## src/rtl/dmi_arbiter_pkg.sv

```systemverilog
// Shared definitions for the DMI arbiter slice.
//   - DMI request/response field widths and packed struct types
//   - DMI response codes
//   - arbiter state encoding
package dmi_arbiter_pkg;

  localparam int DMI_ADDR_W = 7;
  localparam int DMI_DATA_W = 32;
  localparam int DMI_OP_W   = 2;
  localparam int DMI_RSP_W  = 2;

  localparam int DMI_REQ_W  = DMI_ADDR_W + DMI_DATA_W + DMI_OP_W;  // 41
  localparam int DMI_RESP_W = DMI_DATA_W + DMI_RSP_W;              // 34

  typedef struct packed {
    logic [DMI_ADDR_W-1:0] addr;
    logic [DMI_DATA_W-1:0] data;
    logic [DMI_OP_W-1:0]   op;
  } dmi_req_t;

  typedef struct packed {
    logic [DMI_DATA_W-1:0] data;
    logic [DMI_RSP_W-1:0]  resp;
  } dmi_resp_t;

  localparam logic [DMI_RSP_W-1:0] DMI_RESP_SUCCESS = 2'd0;
  localparam logic [DMI_RSP_W-1:0] DMI_RESP_FAILED  = 2'd2;
  localparam logic [DMI_RSP_W-1:0] DMI_RESP_BUSY    = 2'd3;

  typedef enum logic [1:0] {
    ST_IDLE  = 2'd0,
    ST_REQ   = 2'd1,
    ST_RESP  = 2'd2,
    ST_DRAIN = 2'd3
  } arb_state_e;

endpackage : dmi_arbiter_pkg

```

## src/rtl/dmi_arbiter_rr_arb2.sv

```systemverilog
// Two-input round-robin picker (purely combinational).
//   valid     in  2  request valid per input
//   prio      in  1  input that wins when both are valid
//   grant     out 1  index of the winning input
//   valid_any out 1  at least one input is valid
module rr_arb2 (
  input  logic [1:0] valid,
  input  logic       prio,
  output logic       grant,
  output logic       valid_any
);

  // With a single requester it wins outright; prio only breaks ties.
  assign grant     = (valid[0] && valid[1]) ? prio : valid[1];
  assign valid_any = |valid;

endmodule : rr_arb2

```

## src/rtl/dmi_arbiter.sv

```systemverilog
// Shares one Debug Module DMI port between two DTM requesters.
// One transaction in flight; round-robin grant; responses routed back to the
// issuing requester; a response timeout returns an error and the late DM
// response is swallowed in DRAIN.
//   CLK_I / RST_NI                       clock, async active-low reset
//   REQx_VALID_I / REQx_READY_O / REQx_I request from requester x
//   RESPx_VALID_O / RESPx_READY_I / RESPx_O response to requester x
//   DMI_REQ_*                            request channel to the DM
//   DMI_RESP_*                           response channel from the DM
//   BUSY_O                               transaction in flight
//   TIMEOUT_O                            one-cycle pulse when a timeout fires
module dmi_arbiter
  import dmi_arbiter_pkg::*;
#(
  parameter int          REQ_WIDTH      = DMI_REQ_W,
  parameter int          RESP_WIDTH     = DMI_RESP_W,
  parameter int          TIMEOUT_CYCLES = 4096,
  parameter logic [1:0]  ERR_RESP       = DMI_RESP_FAILED
) (
  input  logic                  CLK_I,
  input  logic                  RST_NI,
  input  logic                  REQ0_VALID_I,
  output logic                  REQ0_READY_O,
  input  logic [REQ_WIDTH-1:0]  REQ0_I,
  output logic                  RESP0_VALID_O,
  input  logic                  RESP0_READY_I,
  output logic [RESP_WIDTH-1:0] RESP0_O,
  input  logic                  REQ1_VALID_I,
  output logic                  REQ1_READY_O,
  input  logic [REQ_WIDTH-1:0]  REQ1_I,
  output logic                  RESP1_VALID_O,
  input  logic                  RESP1_READY_I,
  output logic [RESP_WIDTH-1:0] RESP1_O,
  output logic                  DMI_REQ_VALID_O,
  input  logic                  DMI_REQ_READY_I,
  output logic [REQ_WIDTH-1:0]  DMI_REQ_O,
  input  logic                  DMI_RESP_VALID_I,
  output logic                  DMI_RESP_READY_O,
  input  logic [RESP_WIDTH-1:0] DMI_RESP_I,
  output logic                  BUSY_O,
  output logic                  TIMEOUT_O
);

  localparam bit TIMEOUT_EN = (TIMEOUT_CYCLES != 0);
  localparam int CNT_W      = TIMEOUT_EN ? $clog2(TIMEOUT_CYCLES + 1) : 1;
  localparam logic [CNT_W-1:0] CNT_LAST = TIMEOUT_EN ? CNT_W'(TIMEOUT_CYCLES - 1) : '0;
  localparam logic [CNT_W-1:0] CNT_SAT  = TIMEOUT_EN ? CNT_W'(TIMEOUT_CYCLES) : '0;
  localparam logic [CNT_W-1:0] CNT_ONE  = CNT_W'(1);
  localparam logic [RESP_WIDTH-1:0] ERR_WORD = RESP_WIDTH'(ERR_RESP);

  arb_state_e             state_reg, state_next;
  logic                   prio_reg, prio_next;
  logic                   grant_reg, grant_next;
  logic [REQ_WIDTH-1:0]   req_q_reg, req_q_next;
  logic [CNT_W-1:0]       counter_reg, counter_next;

  logic                   arb_grant;
  logic                   arb_any;
  logic                   accept;
  logic                   resp_sel;
  logic                   err_pending;
  logic                   gnt_resp_ready;
  logic [RESP_WIDTH-1:0]  resp_word;
  logic [1:0]             req_ready_vec;
  logic [1:0]             resp_valid_vec;
  logic [RESP_WIDTH-1:0]  resp_data_vec [2];

  rr_arb2 u_arb (
    .valid     ({REQ1_VALID_I, REQ0_VALID_I}),
    .prio      (prio_reg),
    .grant     (arb_grant),
    .valid_any (arb_any)
  );

  // Gating with RST_NI keeps READY low while reset is held, so nothing is
  // acknowledged that the state register is about to forget.
  assign accept         = RST_NI && (state_reg == ST_IDLE) && arb_any;
  assign resp_sel       = (state_reg == ST_RESP);
  assign gnt_resp_ready = grant_reg ? RESP1_READY_I : RESP0_READY_I;

  // A real DM response always wins over the synthesized error, including in
  // the very cycle the counter reaches its limit.
  assign err_pending = TIMEOUT_EN && resp_sel && (counter_reg >= CNT_LAST) && !DMI_RESP_VALID_I;
  assign resp_word   = err_pending ? ERR_WORD : DMI_RESP_I;

  genvar gi;
  generate
    for (gi = 0; gi < 2; gi++) begin : g_req
      assign req_ready_vec[gi]  = accept && (arb_grant == 1'(gi));
      assign resp_valid_vec[gi] = resp_sel && (grant_reg == 1'(gi)) &&
                                  (DMI_RESP_VALID_I || err_pending);
      assign resp_data_vec[gi]  = (resp_sel && (grant_reg == 1'(gi))) ? resp_word : '0;
    end
  endgenerate

  assign REQ0_READY_O  = req_ready_vec[0];
  assign REQ1_READY_O  = req_ready_vec[1];
  assign RESP0_VALID_O = resp_valid_vec[0];
  assign RESP1_VALID_O = resp_valid_vec[1];
  assign RESP0_O       = resp_data_vec[0];
  assign RESP1_O       = resp_data_vec[1];

  assign DMI_REQ_VALID_O  = (state_reg == ST_REQ);
  assign DMI_REQ_O        = (state_reg == ST_REQ) ? req_q_reg : '0;
  assign DMI_RESP_READY_O = (resp_sel && gnt_resp_ready) || (state_reg == ST_DRAIN);
  assign BUSY_O           = (state_reg != ST_IDLE);
  // The counter moves past CNT_LAST in the first error cycle, so this
  // equality only holds once per timeout.
  assign TIMEOUT_O        = err_pending && (counter_reg == CNT_LAST);

  always_comb begin
    state_next   = state_reg;
    prio_next    = prio_reg;
    grant_next   = grant_reg;
    req_q_next   = req_q_reg;
    counter_next = counter_reg;
    case (state_reg)
      ST_IDLE: begin
        if (arb_any) begin
          req_q_next = arb_grant ? REQ1_I : REQ0_I;
          grant_next = arb_grant;
          state_next = ST_REQ;
        end
      end
      ST_REQ: begin
        if (DMI_REQ_READY_I) begin
          counter_next = '0;
          state_next   = ST_RESP;
        end
      end
      ST_RESP: begin
        if (TIMEOUT_EN && !DMI_RESP_VALID_I && (counter_reg != CNT_SAT)) begin
          counter_next = counter_reg + CNT_ONE;
        end
        if (DMI_RESP_VALID_I && gnt_resp_ready) begin
          prio_next  = ~grant_reg;
          state_next = ST_IDLE;
        end else if (err_pending && gnt_resp_ready) begin
          prio_next  = ~grant_reg;
          state_next = ST_DRAIN;
        end
      end
      ST_DRAIN: begin
        if (DMI_RESP_VALID_I) begin
          state_next = ST_IDLE;
        end
      end
      default: state_next = ST_IDLE;
    endcase
  end

  always_ff @(posedge CLK_I or negedge RST_NI) begin
    if (!RST_NI) begin
      state_reg   <= ST_IDLE;
      prio_reg    <= 1'b0;
      grant_reg   <= 1'b0;
      req_q_reg   <= '0;
      counter_reg <= '0;
    end else begin
      state_reg   <= state_next;
      prio_reg    <= prio_next;
      grant_reg   <= grant_next;
      req_q_reg   <= req_q_next;
      counter_reg <= counter_next;
    end
  end

endmodule : dmi_arbiter
```

## config.mk

```make
export PLATFORM = sky130hd
export DESIGN_NAME = dmi_arbiter
export DESIGN_NICKNAME = d
export VERILOG_FILES = /design/src/rtl/dmi_arbiter_pkg.sv /design/src/rtl/dmi_arbiter_rr_arb2.sv /design/src/rtl/dmi_arbiter.sv
export SDC_FILE = /design/constraint.sdc
export NUM_CORES = 1
export LEC_CHECK = 0
export BUFFER_PORTS_ARGS = -buffer_cell sky130_fd_sc_hd__buf_2
export CORE_MARGIN = 2
export CORE_UTILIZATION = 43
export DETAILED_ROUTE_END_ITERATION = 10
export GPL_TIMING_DRIVEN = 0
export PLACE_DENSITY = 0.91
export SYNTH_ARGS = -nofsm -noshare
export SYNTH_HDL_FRONTEND = slang
export SYNTH_SLANG_ARGS = --single-unit
export TNS_END_PERCENT = 30
```

## constraint.sdc

```tcl
create_clock -name CLK_I -period 3.2 [get_ports CLK_I]
set_clock_uncertainty 0.1 [all_clocks]
set_input_delay 0.48 -clock CLK_I [delete_from_list [all_inputs] [get_ports CLK_I]]
set_output_delay 0.48 -clock CLK_I [all_outputs]
set_load 0.005 [all_outputs]
```

-- Word level (Yosys, flattened, before mapping)
Cells that the tools add are included.
- register bits: 58
- input port bits: 124
- output and inout port bits: 117
- word-level logic and storage cells: 65
- $add $sub $neg: 1
- magnitude comparators: 1
- equal/unequal tests: 10
- mux-type cells: 18
- bitwise operators: 2
- reductions and logical operators: 28
- operators with widths (kind ; count):
    two-way mux 34 bit ; 3
    two-way mux 41 bit ; 2
    two-way mux 13 bit ; 2
    one-hot mux 13 bit (2 select lines) ; 1
    logical AND 1 bit ; 16
    adder 13 x 1 -> 13 bit, second input constant ; 1
    == test 13 x 12 -> 1 bit, second input constant ; 1
    >= comparator 13 x 12 -> 1 bit, second input constant ; 1
    != test 13 bit, second input constant ; 1
    two-way mux 2 bit ; 5
    one-hot mux 2 bit (4 select lines) ; 1
    nonzero test 2 bit ; 3
    == test 2 bit, second input constant ; 2
    two-way mux 1 bit ; 4
    != test 2 x 1 -> 1 bit, second input constant ; 2
    != test 2 bit, second input constant ; 2
    AND reduction 2 bit ; 2
    AND reduction 4 bit ; 1
    != test 3 x 1 -> 1 bit, second input constant ; 1
    AND reduction 3 bit ; 1
    == test 2 x 1 -> 1 bit, second input constant ; 1
    zero test 2 bit ; 1
    logical OR 1 bit ; 2
    inverter 1 bit ; 2
    other kinds (2) ; 2

-- Longest topological paths before layout
Gate-level depths: netlist of the first run.
- word-level depth: 7
- gate-level depth with buffers: 7

-- Hierarchy
From an unflattened synthesis of the first run, not the netlist that was laid out.
- cells, all modules: 432
- area total of the unflattened synthesis: 3763.6 um^2
- by module, submodules not included (module ; instances ; cells an instance ; area each (um^2)):
    dmi_arbiter ; 1 ; 429 ; 3746.1
    rr_arb2 ; 1 ; 3 ; 17.5

-- Least setup slack after synthesis of the first run
Ideal clock, no wire load.
- kind: reg-to-output
- from: register counter_reg[0]
- to: output port RESP1_O[10]
- arrival time: 1.493 ns
- data required time: 2.620 ns
- slack: 1.127 ns
- stages on the path, launching flop included: 8
- cell sequence: dfrtp_1 > ha_1 > a21oi_1 > nor4_2 > a21o_1 > buf_6 > buf_6 > a21oi_1
- word-level cells in the longest chain between the ends: 5
- ends and longest elaborated chain (item ; RTL line ; source):
    start, declared ; dmi_arbiter.sv:55 ; logic [CNT_W-1:0] counter_reg, counter_next;
    start signal, assigned ; dmi_arbiter.sv:164 ; counter_reg <= counter_next;
    >= comparator 13 x 12 -> 1 bit ; dmi_arbiter.sv:83 ; assign err_pending = TIMEOUT_EN && resp_sel && (counter_reg >= CNT_LAST) && !DMI_RESP_VALID_I;
    logical AND 1 bit (2 in series) ; dmi_arbiter.sv:83 ;
    two-way mux 34 bit ; dmi_arbiter.sv:84 ; assign resp_word = err_pending ? ERR_WORD : DMI_RESP_I;
    two-way mux 34 bit ; dmi_arbiter.sv:92 ; assign resp_data_vec[gi] = (resp_sel && (grant_reg == 1'(gi))) ? resp_word : '0;
    end, declared ; dmi_arbiter.sv:33 ; output logic [RESP_WIDTH-1:0] RESP1_O,
Every way passes these cells.

-- Final worst setup path of the first run
- from: register state_reg[0]
- to: output port RESP0_O[13]
- word-level cells in the longest chain between the ends: 5
- elaborated cells on any way between the ends: 6
- classes of those cells: eq/ne (1); mux (2); reduce/logical (3)
- ends and longest elaborated chain (item ; RTL line ; source):
    start, declared ; dmi_arbiter.sv:51 ; arb_state_e state_reg, state_next;
    start signal, assigned ; dmi_arbiter.sv:160 ; state_reg <= state_next;
    == test 2 bit * ; dmi_arbiter.sv:78 ; assign resp_sel = (state_reg == ST_RESP);
    logical AND 1 bit (2 in series) ; dmi_arbiter.sv:83 ;
    two-way mux 34 bit ; dmi_arbiter.sv:84 ;
    two-way mux 34 bit * ; dmi_arbiter.sv:92 ;
    end, declared ; dmi_arbiter.sv:27 ; output logic [RESP_WIDTH-1:0] RESP0_O,
Every way passes the cells marked *; elsewhere a longest branch is shown, timed or not.

==> results of run 1 <==
## placed cells by master (no fill, tap or decap), types with 3 or more instances in the layout
cell        n
buf_2     256
buf_1       4
a21oi_2    10
o21ai_0     8
a211oi_1    3
mux2i_1    43
a21o_1      6
a22o_1      5
clkbuf_1   21
inv_1      11
and3_1      3
clkbuf_8    9
dfrtp_1    58
and2_1     42
nor3_1     10
buf_6       4
a21oi_1   103
or3_1       3
nand3_1     9
nor2_1     49
nand2_1    74
## logic make-up (layout without fill, tap and decap cells)
kind of cell	count (synthesis)	after routing	share of synthesized area (%)
AND/OR/NAND/NOR	205	205	24.58
AO/OA/AOI/OAI	149	149	21.31
buffers and inverters	60	315	7.123
flip-flops	58	58	35.77
multiplexers	43	43	10.61
adder cells (fa/ha/maj)	2	2	0.6166
other	0	1	0
## where the power goes
group          internal (W)  switching [W]
combinational      0.000949        0.00125
sequential          0.00103       0.000162
clock              0.000437       0.000317
total               0.00242        0.00173
## final timing paths
check	from	endpoint	slack [ns]	cells past startpoint
worst max register to register	counter_reg[0]	counter_reg[2]	1.10	6
worst max-delay path	state_reg[0]	RESP0_O[13]	0.31	7
worst min register to register	req_q_reg[6]	req_q_reg[6]	0.42	2
worst min-delay path	RST_NI	req_q_reg[17]	0.12	1
max in group asynchronous	RST_NI	counter_reg[2]	2.38	1
min in group CLK_I	REQ1_I[4]	req_q_reg[4]	0.35	3
## per-layer routing
layer / routed length (um) / vias to the layer above
met5: 0 / -
met4: 495 / 0
met3: 1219 / 32
met2: 7077 / 246
met1: 5068 / 2145
li1: - / 2276
## through the flow
step	setup slack, ns	power (W)	std cells
2_1_floorplan	1.127	0.002511	517
3_3_place_gp	0.6420	0.003329	867
3_5_place_dp	0.6430	0.003393	867
4_1_cts	0.3179	0.004159	883
5_1_grt	0.1114	0.004482	884
6_report	0.3066	0.004148	884
## worst max-delay path: stages, from the launching register on
cell      delay (ns)
dfrtp_1         0.35
buf_2           0.16
nand2b_4        0.16
nor2_1          0.35
clkbuf_1        0.39
nand2_1         0.11
a21oi_1         0.28
buf_2           0.18
## final cells by class
class | count | area (um^2) | share of cell area, %
tap | 111 | 138.9 | 2.473
buffer | 48 | 244.0 | 4.345
antenna | 1 | 2.502 | 0.04456
inverter | 12 | 45.04 | 0.8021
timing repair buffer | 239 | 1199 | 21.35
clock inverter | 7 | 93.84 | 1.671
sequential | 58 | 1451 | 25.85
clock buffer | 9 | 123.9 | 2.206
multi-input combinational | 399 | 2317 | 41.27
==> flow_summary.json, run 1 <==
{
  "tritoncts": "yes",
  "port_buf_inserts": 239,
  "gr-usage-met1_pct": 28.55,
  "first_global_vias": 4362,
  "initial_utilization_pct": 44.12,
  "cts-buffers-inserted": 9,
  "synth_most_common_cell": "a21oi_1",
  "globalRouteMet3Util_pct": 7.384,
  "first_pass_grt_wire_length_mm": 20.89,
  "critical_path_arrival_ns": 2.31,
  "ant_nets": 0,
  "number_of_instances_in_the_synthesized_netlist": 517,
  "design_area_um2": 5615,
  "totalWireLength_mm": 13.86,
  "clock-root-buffer": "clkbuf_8",
  "place.detailed.hpwl_mm": 10.91,
  "busiest_layer": "met2",
  "routed_via_density": 5.316,
  "yosys_register_bits": 58,
  "kind_of_start_point_of_the_critical_path": "register",
  "synth_fp_nets": 643,
  "max_slew.worst_pin.slew_ns": 0.8727,
  "syn_area_per_cell_um2": 7.848,
  "synth.top_cell.area_share_pct": 35.77,
  "row_count": 35,
  "globalRoute.totalOverflow": 0,
  "clock_latency_reported_for_the_late_side_of_the_worst_skew_pair_ns": 0.33,
  "syn-cell-area_um2": 4058,
  "cap_violations": 0,
  "count_of_nets_after_finishing": 893,
  "proportion_of_register_bits_with_asynchronous_set_or_reset_after_synthesis_pct": 100.0,
  "cellLeakagePower_nw": 3.052,
  "period_minus_slack_ns": 2.893,
  "die_w_um": 101.1,
  "rsz0062_at_grt": "false",
  "timing.setup.tns_ns": 0,
  "yosys_most_used_dff": "dfrtp_1",
  "power.ir.vdd_worst_mv": 0.5156,
  "finalSetupViolCount": 0,
  "final-hold-violation-count": 0,
  "run_status": "completed",
  "grt_antenna_before_repair": 1,
  "synth.area.top_cells": "dfrtp_1 36%, a21oi_1 13%, mux2i_1 11%",
  "grt_start_max_net_pins": 61,
  "final_util_pct": 61.06,
  "route.vias.total": 4699,
  "core_um2": 9196,
  "power_density_nw_per_um2": 738.7,
  "worst_slew_margin_rel_pct": 41.42,
  "clock.fmax_ghz": 0.3456,
  "worst_hold_slack_across_all_endpoints_ns": 0.1181,
  "place_congestion": 0.8787,
  "dieArea_um2": 10230,
  "netlist.top_cell.by_area": "dfrtp_1",
  "largest_reg_flops": 41,
  "pin_count": 241,
  "detailedRoute.firstIterationViolations": 188,
  "drive_gt1_share_pct": 38.21,
  "floorplan.die.height_um": 101.1,
  "timing.critical_path.fanout_max": 10,
  "placement.cell_area_um2": 5393,
  "route.detailed.drc": 0,
  "worstPathRequired_ns": 2.62,
  "global_route.usage.met2_pct": 46.56,
  "fin_crit_sh_pct": 90.42,
  "synth-seq-area-share_pct": 35.77,
  "routed_wire_length_per_instance_um": 15.68,
  "cts_resized": 0,
  "synth.lib_cells_used.distinct": 44,
  "criticalPathCategory": "reg -> out",
  "postCtsSetupBuffers": 0,
  "firstDrtPassIters": 4,
  "synth-edff-count": 0,
  "synth_top_cells_by_count": "103 x a21oi_1, 74 x nand2_1, 58 x dfrtp_1",
  "min-delay-path-class": "in -> async",
  "cts.sink_count": 58,
  "ctsHoldBuffers": 0,
  "n_fill_cell": 815,
  "clkSlewWorstSetupHoldPaths_ns": 0.07,
  "timing_max_transition_violations_final": 0,
  "ctsHtreeMaxLevel": 3,
  "synth_warnings": 0,
  "grt_usage_pct": 26.09,
  "clock_path_buffers": 2,
  "critical_path.endpoint_type": "output pin",
  "synthToLayoutAreaGrowth_pct": 38.39
}
(Power assumes the default switching activity.)
==> run 2, diff against run 1 <==
Settings changed: ABC_AREA set to 1, CAP_MARGIN set to 20, PLACE_DENSITY 0.91 to 0.93.
==> run 2 against run 1 <==
  * Area after synthesis is 6.4% lower
  * Sequential share of layout area is 1.4 points higher
  * Sequential power is 3% lower
  * Critical endpoint is now RESP1_O[22]
==> flow_summary.json, run 2 <==
{
  "core_um2": 8636,
  "global_route.usage.met2_pct": 52.11,
  "synth.lib_cells_used.distinct": 29,
  "routed_wire_length_per_instance_um": 14.72,
  "first_global_vias": 4752,
  "r2r_cells": 7,
  "layout_common_cells": "245 x buf_2, 108 x nor2_1, 90 x inv_1",
  "power_density_nw_per_um2": 707.4,
  "cap_violations": 0,
  "cellLeakagePower_nw": 3.026,
  "cts.sink_count": 58,
  "synthToLayoutAreaGrowth_pct": 40.26,
  "placement.cell_area_um2": 5154,
  "ant_nets": 0,
  "number_of_instances_in_the_synthesized_netlist": 562,
  "globalRouteMet3Util_pct": 6.442,
  "die_w_um": 97.98,
  "grt_start_max_net_pins": 32,
  "row_count": 34,
  "synth-seq-area-share_pct": 38.22,
  "synth-edff-count": 0,
  "syn-cell-area_um2": 3797,
  "first_pass_grt_wire_length_mm": 21.87,
  "clock-root-buffer": "clkbuf_8",
  "worstPathRequired_ns": 2.62,
  "power.ir.vdd_worst_mv": 0.5080,
  "synth_warnings": 0,
  "dpl.cell_count": 911,
  "critical_path.endpoint_type": "output pin",
  "largest_reg_flops": 41,
  "timing.setup.tns_ns": 0,
  "synth.area.top_cells": "dfrtp_1 38%, nor2_1 11%, nor3_1 9.1%",
  "synth_fp_nets": 688,
  "layout.cells.most_common": "buf_2",
  "firstDrtPassIters": 5,
  "clock_path_buffers": 2,
  "dieArea_um2": 9599,
  "criticalPathCategory": "reg -> out",
  "finalSetupViolCount": 0,
  "drive_gt1_share_pct": 34.27,
  "fin_crit_sh_pct": 93.02,
  "busiest_layer": "met2",
  "globalRoute.totalOverflow": 0,
  "worst_slew_margin_rel_pct": 56.14,
  "route.vias.total": 4758,
  "cts_resized": 0,
  "synth.top_cell.area_share_pct": 38.22,
  "rsz0062_at_grt": "false",
  "timing_max_transition_violations_final": 0,
  "post_layout_nonfiller_instances": 925,
  "detailedRoute.firstIterationViolations": 285,
  "netlist.top_cell.by_area": "dfrtp_1",
  "design_area_um2": 5326,
  "multiInputGateArea_um2": 1800,
  "reg_to_reg_end": "req_q_reg[36]",
  "r2r_slack_ns": 1.26,
  "floorplan.die.height_um": 97.98,
  "clock.fmax_ghz": 0.3359,
  "route.detailed.drc": 0,
  "pin_count": 241,
  "synth_top_cells_by_count": "108 x nor2_1, 90 x inv_1, 69 x nor3_1",
  "tritoncts": "yes",
  "syn_area_per_cell_um2": 6.757,
  "run_status": "completed",
  "routed_via_density": 5.144,
  "proportion_of_register_bits_with_asynchronous_set_or_reset_after_synthesis_pct": 100.0,
  "gr-usage-met1_pct": 30.63,
  "critical_path_arrival_ns": 2.40,
  "rr_startpoint": "state_reg[1]",
  "place_congestion": 0.9934,
  "final_util_pct": 61.68,
  "place.detailed.hpwl_mm": 10.58,
  "kind_of_start_point_of_the_critical_path": "register",
  "n_fill_cell": 764,
  "design_power_total_w": 0.003768,
  "port_buf_inserts": 240,
  "yosys_most_used_dff": "dfrtp_1",
  "regArea_um2": 1451,
  "period_minus_slack_ns": 2.977,
  "ctsHoldBuffers": 0,
  "worstSetupEndpoint": "RESP1_O[22]",
  "yosys_register_bits": 58,
  "clock_latency_reported_for_the_late_side_of_the_worst_skew_pair_ns": 0.33,
  "clkSlewWorstSetupHoldPaths_ns": 0.06,
  "min-delay-path-class": "in -> async",
  "grt_antenna_before_repair": 0,
  "antenna-diode-count": 0,
  "worst_setup_path_startpoint": "counter_reg[0]",
  "postCtsSetupBuffers": 0,
  "ctsHtreeMaxLevel": 3,
  "timing.critical_path.fanout_max": 10,
  "max_slew.worst_pin.slew_ns": 0.6580,
  "totalWireLength_mm": 13.61,
  "count_of_nets_after_finishing": 940,
  "final-hold-violation-count": 0,
  "synth_most_common_cell": "nor2_1",
  "initial_utilization_pct": 43.97,
  "cts-buffers-inserted": 9,
  "grt_usage_pct": 28.10
}
run 2: cell count changes after synthesis, sizes merged, moves of 7 or more:
| cell | before | now |
|---|---|---|
| nor3 | 10 | 69 |
| and2 | 42 | 0 |
| inv | 12 | 97 |
| o22ai | 2 | 41 |
| nor2 | 50 | 112 |
| o21ai | 8 | 49 |
| xor2 | 0 | 8 |
| a21oi | 113 | 8 |
| nand3 | 9 | 16 |
| buf | 27 | 14 |
| mux2i | 43 | 0 |
| nand2 | 74 | 57 |
run 2: worst min-delay path by stage:
| stage | to | slack [ns] |
|---|---|---|
| after CTS | req_q_reg[39] | 0.09 |
| after global routing | req_q_reg[39] | 0.11 |
| after detailed placement | prio_reg | 0.37 |
| final | req_q_reg[39] | 0.07 |
| after floorplan | counter_reg[0] | 0.08 |
| after global placement | prio_reg | 0.38 |
run 2: critical path, stage by stage, from the launching register on:
cell and delay, ns:
dfrtp_1 0.45, ha_1 0.28, nand3_1 0.16, inv_1 0.07, nand3_1 0.13, nand3_1 0.14
nand2_2 0.12, nor2_4 0.05, buf_6 0.14, buf_6 0.14, nor3_1 0.23, buf_2 0.17
run 2: metrics by stage:
step | setup slack [ns] | hold WS [ns]
after global routing | 0.06534 | 0.1084
after CTS | 0.2392 | 0.08527
after detailed placement | 0.5989 | 0.3723
after floorplan | 0.9959 | 0.08441
after global placement | 0.5011 | 0.3842
final | 0.2233 | 0.07318
run 2: final cells by class:
class,count,area share [%]
Sequential cell,58,27.25
Timing Repair Buffer,241,22.93
Inverter,97,6.883
Tap cell,108,2.537
Buffer,36,3.359
Multi-Input combinational cell,371,33.80
Clock buffer,10,2.396
Clock inverter,4,0.8457
run 2: kinds of logic after synthesis:
| group | share of synthesized area, % |
|---|---|
| simple gates | 29.52 |
| buf+inv | 14.37 |
| compound gates | 15.16 |
| flops | 38.22 |
| xor+xnor | 2.076 |
| fa+ha+maj | 0.6589 |
run 2: per-layer routing:
metal	share of wire (%)	vias to the layer above
li1	-	2317
met1	37	2152
met2	51	254
met3	8.5	35
met4	2.9	0
met5	0	-
run 2: report_power, final:
group          internal, W  leakage [nW]  total [W]  switching (W)
Clock             0.000347        0.0918   0.000624       0.000277
Combinational     0.000746          2.21    0.00200        0.00125
Sequential         0.00103         0.727    0.00115       0.000114
